[src/rtl/alu_pkg.sv]
// Shared opcode encoding for the RV32-style execute-stage ALU.
package alu_pkg;

  localparam int ALU_CTRL_W = 4;

  typedef enum logic [ALU_CTRL_W-1:0] {
    ALU_AND    = 4'b0000,
    ALU_OR     = 4'b0001,
    ALU_ADD    = 4'b0010,
    ALU_XOR    = 4'b0011,
    ALU_SLL    = 4'b0100,
    ALU_SRL    = 4'b0101,
    ALU_SUB    = 4'b0110,
    ALU_SRA    = 4'b0111,
    ALU_SLT    = 4'b1000,
    ALU_SLTU   = 4'b1001,
    ALU_MUL    = 4'b1010,
    ALU_MULH   = 4'b1011,
    ALU_MULHSU = 4'b1100,
    ALU_MULHU  = 4'b1101
  } alu_op_e;

endpackage

[src/rtl/alu_shifter.sv]
// Combinational barrel shifter for SLL/SRL/SRA; other opcodes yield 0.
module alu_shifter
  import alu_pkg::*;
#(
  parameter int width = 32
) (
  input  logic [width-1:0]         value,
  input  logic [$clog2(width)-1:0] shamt,
  input  alu_op_e                  op,
  output logic [width-1:0]         shifted
);

  logic signed [width-1:0] value_s;
  logic        [width-1:0] sra_res;

  assign value_s = value;
  assign sra_res = value_s >>> shamt;

  always_comb begin
    shifted = '0;
    case (op)
      ALU_SLL: shifted = value << shamt;
      ALU_SRL: shifted = value >> shamt;
      ALU_SRA: shifted = sra_res;
      default: shifted = '0;
    endcase
  end

endmodule

[src/rtl/alu_core.sv]
// Registered 32-bit ALU with branch compare flags.
// Define ALU_MUL_EN to add the RV32M multiply opcodes (1010-1101).
module alu_core
  import alu_pkg::*;
#(
  parameter int width = 32
) (
  input  logic                  clk,
  input  logic                  rst,
  input  logic                  in_valid,
  input  logic [width-1:0]      rs1,
  input  logic [width-1:0]      rs2_MUX,
  input  logic [ALU_CTRL_W-1:0] ALUCtrl,
  output logic                  out_valid,
  output logic [width-1:0]      alu_out,
  output logic                  zero,
  output logic                  lt,
  output logic                  ltu
);

  localparam int SHW = $clog2(width);

  alu_op_e          op;
  logic [width-1:0] shift_res;
  logic [width-1:0] result;
  logic             lt_c;
  logic             ltu_c;

  assign op    = alu_op_e'(ALUCtrl);
  assign lt_c  = $signed(rs1) < $signed(rs2_MUX);
  assign ltu_c = rs1 < rs2_MUX;

  alu_shifter #(.width(width)) u_shifter (
    .value  (rs1),
    .shamt  (rs2_MUX[SHW-1:0]),
    .op     (op),
    .shifted(shift_res)
  );

`ifdef ALU_MUL_EN
  // Operands are extended to 2*width so one unsigned multiply per signedness
  // combination yields the exact low 2*width bits of the true product.
  logic [2*width-1:0] prod_ss;
  logic [2*width-1:0] prod_su;
  logic [2*width-1:0] prod_uu;

  assign prod_ss = {{width{rs1[width-1]}}, rs1} * {{width{rs2_MUX[width-1]}}, rs2_MUX};
  assign prod_su = {{width{rs1[width-1]}}, rs1} * {{width{1'b0}}, rs2_MUX};
  assign prod_uu = {{width{1'b0}}, rs1} * {{width{1'b0}}, rs2_MUX};
`endif

  always_comb begin
    result = '0;
    case (op)
      ALU_AND:  result = rs1 & rs2_MUX;
      ALU_OR:   result = rs1 | rs2_MUX;
      ALU_ADD:  result = rs1 + rs2_MUX;
      ALU_XOR:  result = rs1 ^ rs2_MUX;
      ALU_SUB:  result = rs1 - rs2_MUX;
      ALU_SLL, ALU_SRL, ALU_SRA: result = shift_res;
      ALU_SLT:  result = {{(width-1){1'b0}}, lt_c};
      ALU_SLTU: result = {{(width-1){1'b0}}, ltu_c};
`ifdef ALU_MUL_EN
      ALU_MUL:    result = prod_uu[width-1:0];
      ALU_MULH:   result = prod_ss[2*width-1:width];
      ALU_MULHSU: result = prod_su[2*width-1:width];
      ALU_MULHU:  result = prod_uu[2*width-1:width];
`endif
      default:  result = '0;
    endcase
  end

  // Result and flags hold while idle; only out_valid follows in_valid every cycle.
  always_ff @(posedge clk or posedge rst) begin
    if (rst) begin
      out_valid <= 1'b0;
      alu_out   <= '0;
      zero      <= 1'b1;
      lt        <= 1'b0;
      ltu       <= 1'b0;
    end else begin
      out_valid <= in_valid;
      if (in_valid) begin
        alu_out <= result;
        zero    <= (result == '0);
        lt      <= lt_c;
        ltu     <= ltu_c;
      end
    end
  end

endmodule

[config.mk]
export PLATFORM = sky130hd
export DESIGN_NAME = alu_core
export DESIGN_NICKNAME = d
export VERILOG_FILES = /design/src/rtl/alu_pkg.sv /design/src/rtl/alu_shifter.sv /design/src/rtl/alu_core.sv
export SDC_FILE = /design/constraint.sdc
export NUM_CORES = 1
export LEC_CHECK = 0
export ABC_CLOCK_PERIOD_IN_PS = 1200
export CORE_MARGIN = 2
export CORE_UTILIZATION = 40
export DETAILED_ROUTE_END_ITERATION = 10
export GPL_ROUTABILITY_DRIVEN = 0
export PLACE_DENSITY = 0.61
export SYNTH_ARGS = -nofsm -noshare
export SYNTH_HDL_FRONTEND = slang
export SYNTH_HIERARCHICAL = 1
export SYNTH_SLANG_ARGS = --single-unit
[constraint.sdc]
create_clock -name clk -period 1.2 [get_ports clk]
set_input_delay 0.18 -clock clk [delete_from_list [all_inputs] [get_ports clk]]
set_output_delay 0.18 -clock clk [all_outputs]
set_load 0.02 [all_outputs]
==> reports/metrics.csv <==
metric,value,unit
status,finished with violations,
violations,setup timing,
grt_use_met2,60.7,%
drive_gt1_share,52.5,%
maxCapViolCount,0,
vias,16887,
n_antenna_cell,0,
gr-usage-met1,47.0,%
grt_util_all_layers,37.8,%
r2r-start,alu_out[11]$_DFFE_PP0P_,
grt_max_degree,53,
die_h,173,um
antenna_found_initial,2,
area_delta_synth_final,80.2,%
critical_path.max_stage_delay,430,ps
synth_ff_type,dfrtp_1,
hold_slack,243,ps
synth_top_area_share,11.8,%
dr.pass1.iters,7,
cp-start-kind,input pin,
tightest_slew,883,ps
rows,61,
core_area,27900,um2
reg2reg_to,alu_out[11]$_DFFE_PP0P_,
finish.utilization,73.6,%
crit_required,1390,ps
met3_usage,7.98,%
grt_pass1_vias,16220,
pwr-share-comb,76.4,%
dp_hpwl,43100,um
finalCritPeriodShare,316,%
yosys.area_share.simple,21.1,%
synth_seq_cells,36,
seq_power_share,11.3,%
placed_cell_area,17200,um2
worst_path_max_delay_cell,mux4_2,
reg2regPathDepth,1,
clk_path_buf_depth,2,
crit_family,compound AO/OA/AOI/OAI gates,
netlist_instances,1521,
period_minus_slack,3790,ps
ioPinCount,107,
clock_latency,290,ps
synth_xor_xnor_area_share,0.460,%
wl_per_cell,23.8,um
rsz0062_at_grt,yes,
io_buffers,106,
cts_tree,yes,
finalHoldViolations,0,
start_util,40.9,%
worstPathMaxFanout,8,
routed_wl,62300,um
yosys_warnings,6,
grt_pass1_wl,90400,um
netlist_top_cells_area,"mux4_2 12%, ha_1 11%, dfrtp_1 7.7%, a21oi_1 5.2%, nor2_1 5.2%",
syn_avg_cell_area,7.51,um2
synth_area_leader_cell,mux4_2,
die_w,173,um
setup_viol,35,
synth_compound_area_share,30.6,%
r2r_setup_slack,430,ps
gr-max-usage-layer,met2,
endpoint_kind,flop,
cp.arrival,3980,ps
power_density,637,nW/um2
h-tree-depth,2,
grt_overflow,0,
ant_nets,0,
remaining_drc_errors,0,
power,13.1,mW
synth_top_family_by_area,compound AO/OA/AOI/OAI gates,
critPathMostFrequentCell,buf_4,
slew_violations,0,
cts_root_buf,clkbuf_16,
syn_nets,1691,
clkPwrFrac,12.3,%
vias_per_cell,6.45,
p_sw,5.70,mW
fin_nets,2411,
async_flop_share,100,%
final_area,20600,um2
path_cells,buf_12 -> buf_12 -> buf_4 -> buf_4 -> mux4_2 -> mux2_4 -> a211oi_2 -> nor3_2 -> inv_1 -> o32ai_4 -> a211oi_2 -> o211ai_1 -> o22ai_1 -> o211ai_1 -> nor4_2 -> buf_4 -> nand4_1 -> nor4_2 -> nand4_1 -> o41ai_2,
filler_cell_count,1919,
crit_type,in2reg,
drtIter0Drc,2664,
relSlewSlack,40.3,%
finalWorstSetupSlack,-2590,ps
max_clock_freq,264,MHz
cts_sinks,36,
swShare,43.5,%
ctsHoldBuffers,0,
finalClockSkew,0,ps
synth_enable_flop_cells,0,
crit_buf_inv,6,
peakVddDrop,0.631,mV
cts.clk_slew.worst_paths,60,ps
seq_area_frac_synth,7.90,%
netlist_area,11400,um2
leakage,9.20,nW
synth_cell_type_count,95,
numCtsBuffers,5,
setup_tns,-60630,ps
intPower,7.39,mW
hold_path_class,in2async,
dieArea,29900,um2
synthMuxAreaShare,20.0,%
synthAdderAreaFrac,11.0,%
## cells in the mapped netlist (15+ instances only)
cell,number
buf_2,18
ha_1,97
inv_1,113
nand2b_1,15
a31oi_1,24
a22oi_1,19
mux2_2,29
a221oi_1,19
dfrtp_1,35
nor3_1,38
nand2_1,135
a21o_1,15
o211ai_1,31
nor2b_1,22
nor2_1,157
mux4_2,60
o21ai_0,73
a21oi_1,119
nand3_1,38
clkbuf_1,77
o31ai_1,15
mux2i_1,45
a211oi_1,27
## layer usage
metal	share of wire, %	routed length (um)	up-vias
met5	0	0	-
met4	8.3	5140	0
met3	11	7040	433
met2	44	27500	1335
met1	36	22600	7907
li1	-	-	7212
## final cells by class
| cell class | count | area, um2 | area share, % |
|---|---|---|---|
| tap | 378 | 473 | 2.30 |
| clock inverter | 1 | 30.0 | 0.146 |
| clock buffer | 7 | 153 | 0.742 |
| timing repair buffer | 833 | 7110 | 34.6 |
| sequential | 36 | 902 | 4.39 |
| inverter | 117 | 460 | 2.24 |
| multi-input combinational | 1248 | 11400 | 55.6 |
## cell usage in the layout, fill, tap and decap left out, types with 27 or more instances in the layout
master         instances
nand3_1               32
inv_1                 91
mux2i_1               27
o21ai_0               42
nor3_1                27
nor2_1               136
buf_4                607
mux4_2                65
nand2_1              128
a21oi_2               34
dfrtp_1               35
ha_1                  74
a21oi_1               76
buf_6                 93
dlygate4sd2_1         42
o211ai_1              31
## power groups by stage
stage                     Clock (mW)  Sequential [mW]  Combinational (mW)
after floorplan                    0             1.71                3.70
after global routing            1.68             1.50                10.4
after global placement             0             1.50                7.78
final                           1.61             1.48                10.0
after CTS                       1.63             1.48                9.07
after detailed placement           0             1.50                7.89
## flip-flops by register name, indices dropped and copies added (netlist names)
name	cells
lt	1
out_valid	1
zero	1
alu_out	32
ltu	1
## repair_timing
action / CTS / global route
setup endpoints to repair: 71 / 41
gates resized for setup: 505 / 143
buffers inserted: 127 / 54
cloned: 2 / 1
pin swaps: 113 / 89
## how the worst max path moves through the flow
stage / startpoint / endpoint / slack (ps) / depth (start not counted)
after floorplan: rs2_MUX[1] / zero$_DFFE_PP1P_ / -1990 / 16
after global placement: rs1[6] / zero$_DFFE_PP1P_ / -3080 / 18
after detailed placement: rs1[10] / zero$_DFFE_PP1P_ / -3060 / 17
after CTS: rs2_MUX[1] / zero$_DFFE_PP1P_ / -2330 / 18
after global routing: rs2_MUX[1] / zero$_DFFE_PP1P_ / -2770 / 21
final: rs2_MUX[1] / zero$_DFFE_PP1P_ / -2590 / 20
## stage by stage
| step | cells | setup WS, ps |
|---|---|---|
| after global placement | 2466 | -3080 |
| after global routing | 2620 | -2770 |
| after CTS | 2592 | -2330 |
| final | 2620 | -2590 |
| after detailed placement | 2466 | -3060 |
| after floorplan | 1521 | -1990 |
## cells by family after synthesis
logic type / count (synthesis)
compound gates: 500
xor+xnor: 6
fa+ha+maj: 99
buf+inv: 237
flops: 36
simple gates: 503
mux: 140
Note: power is estimated with default switching activity, not from simulation.
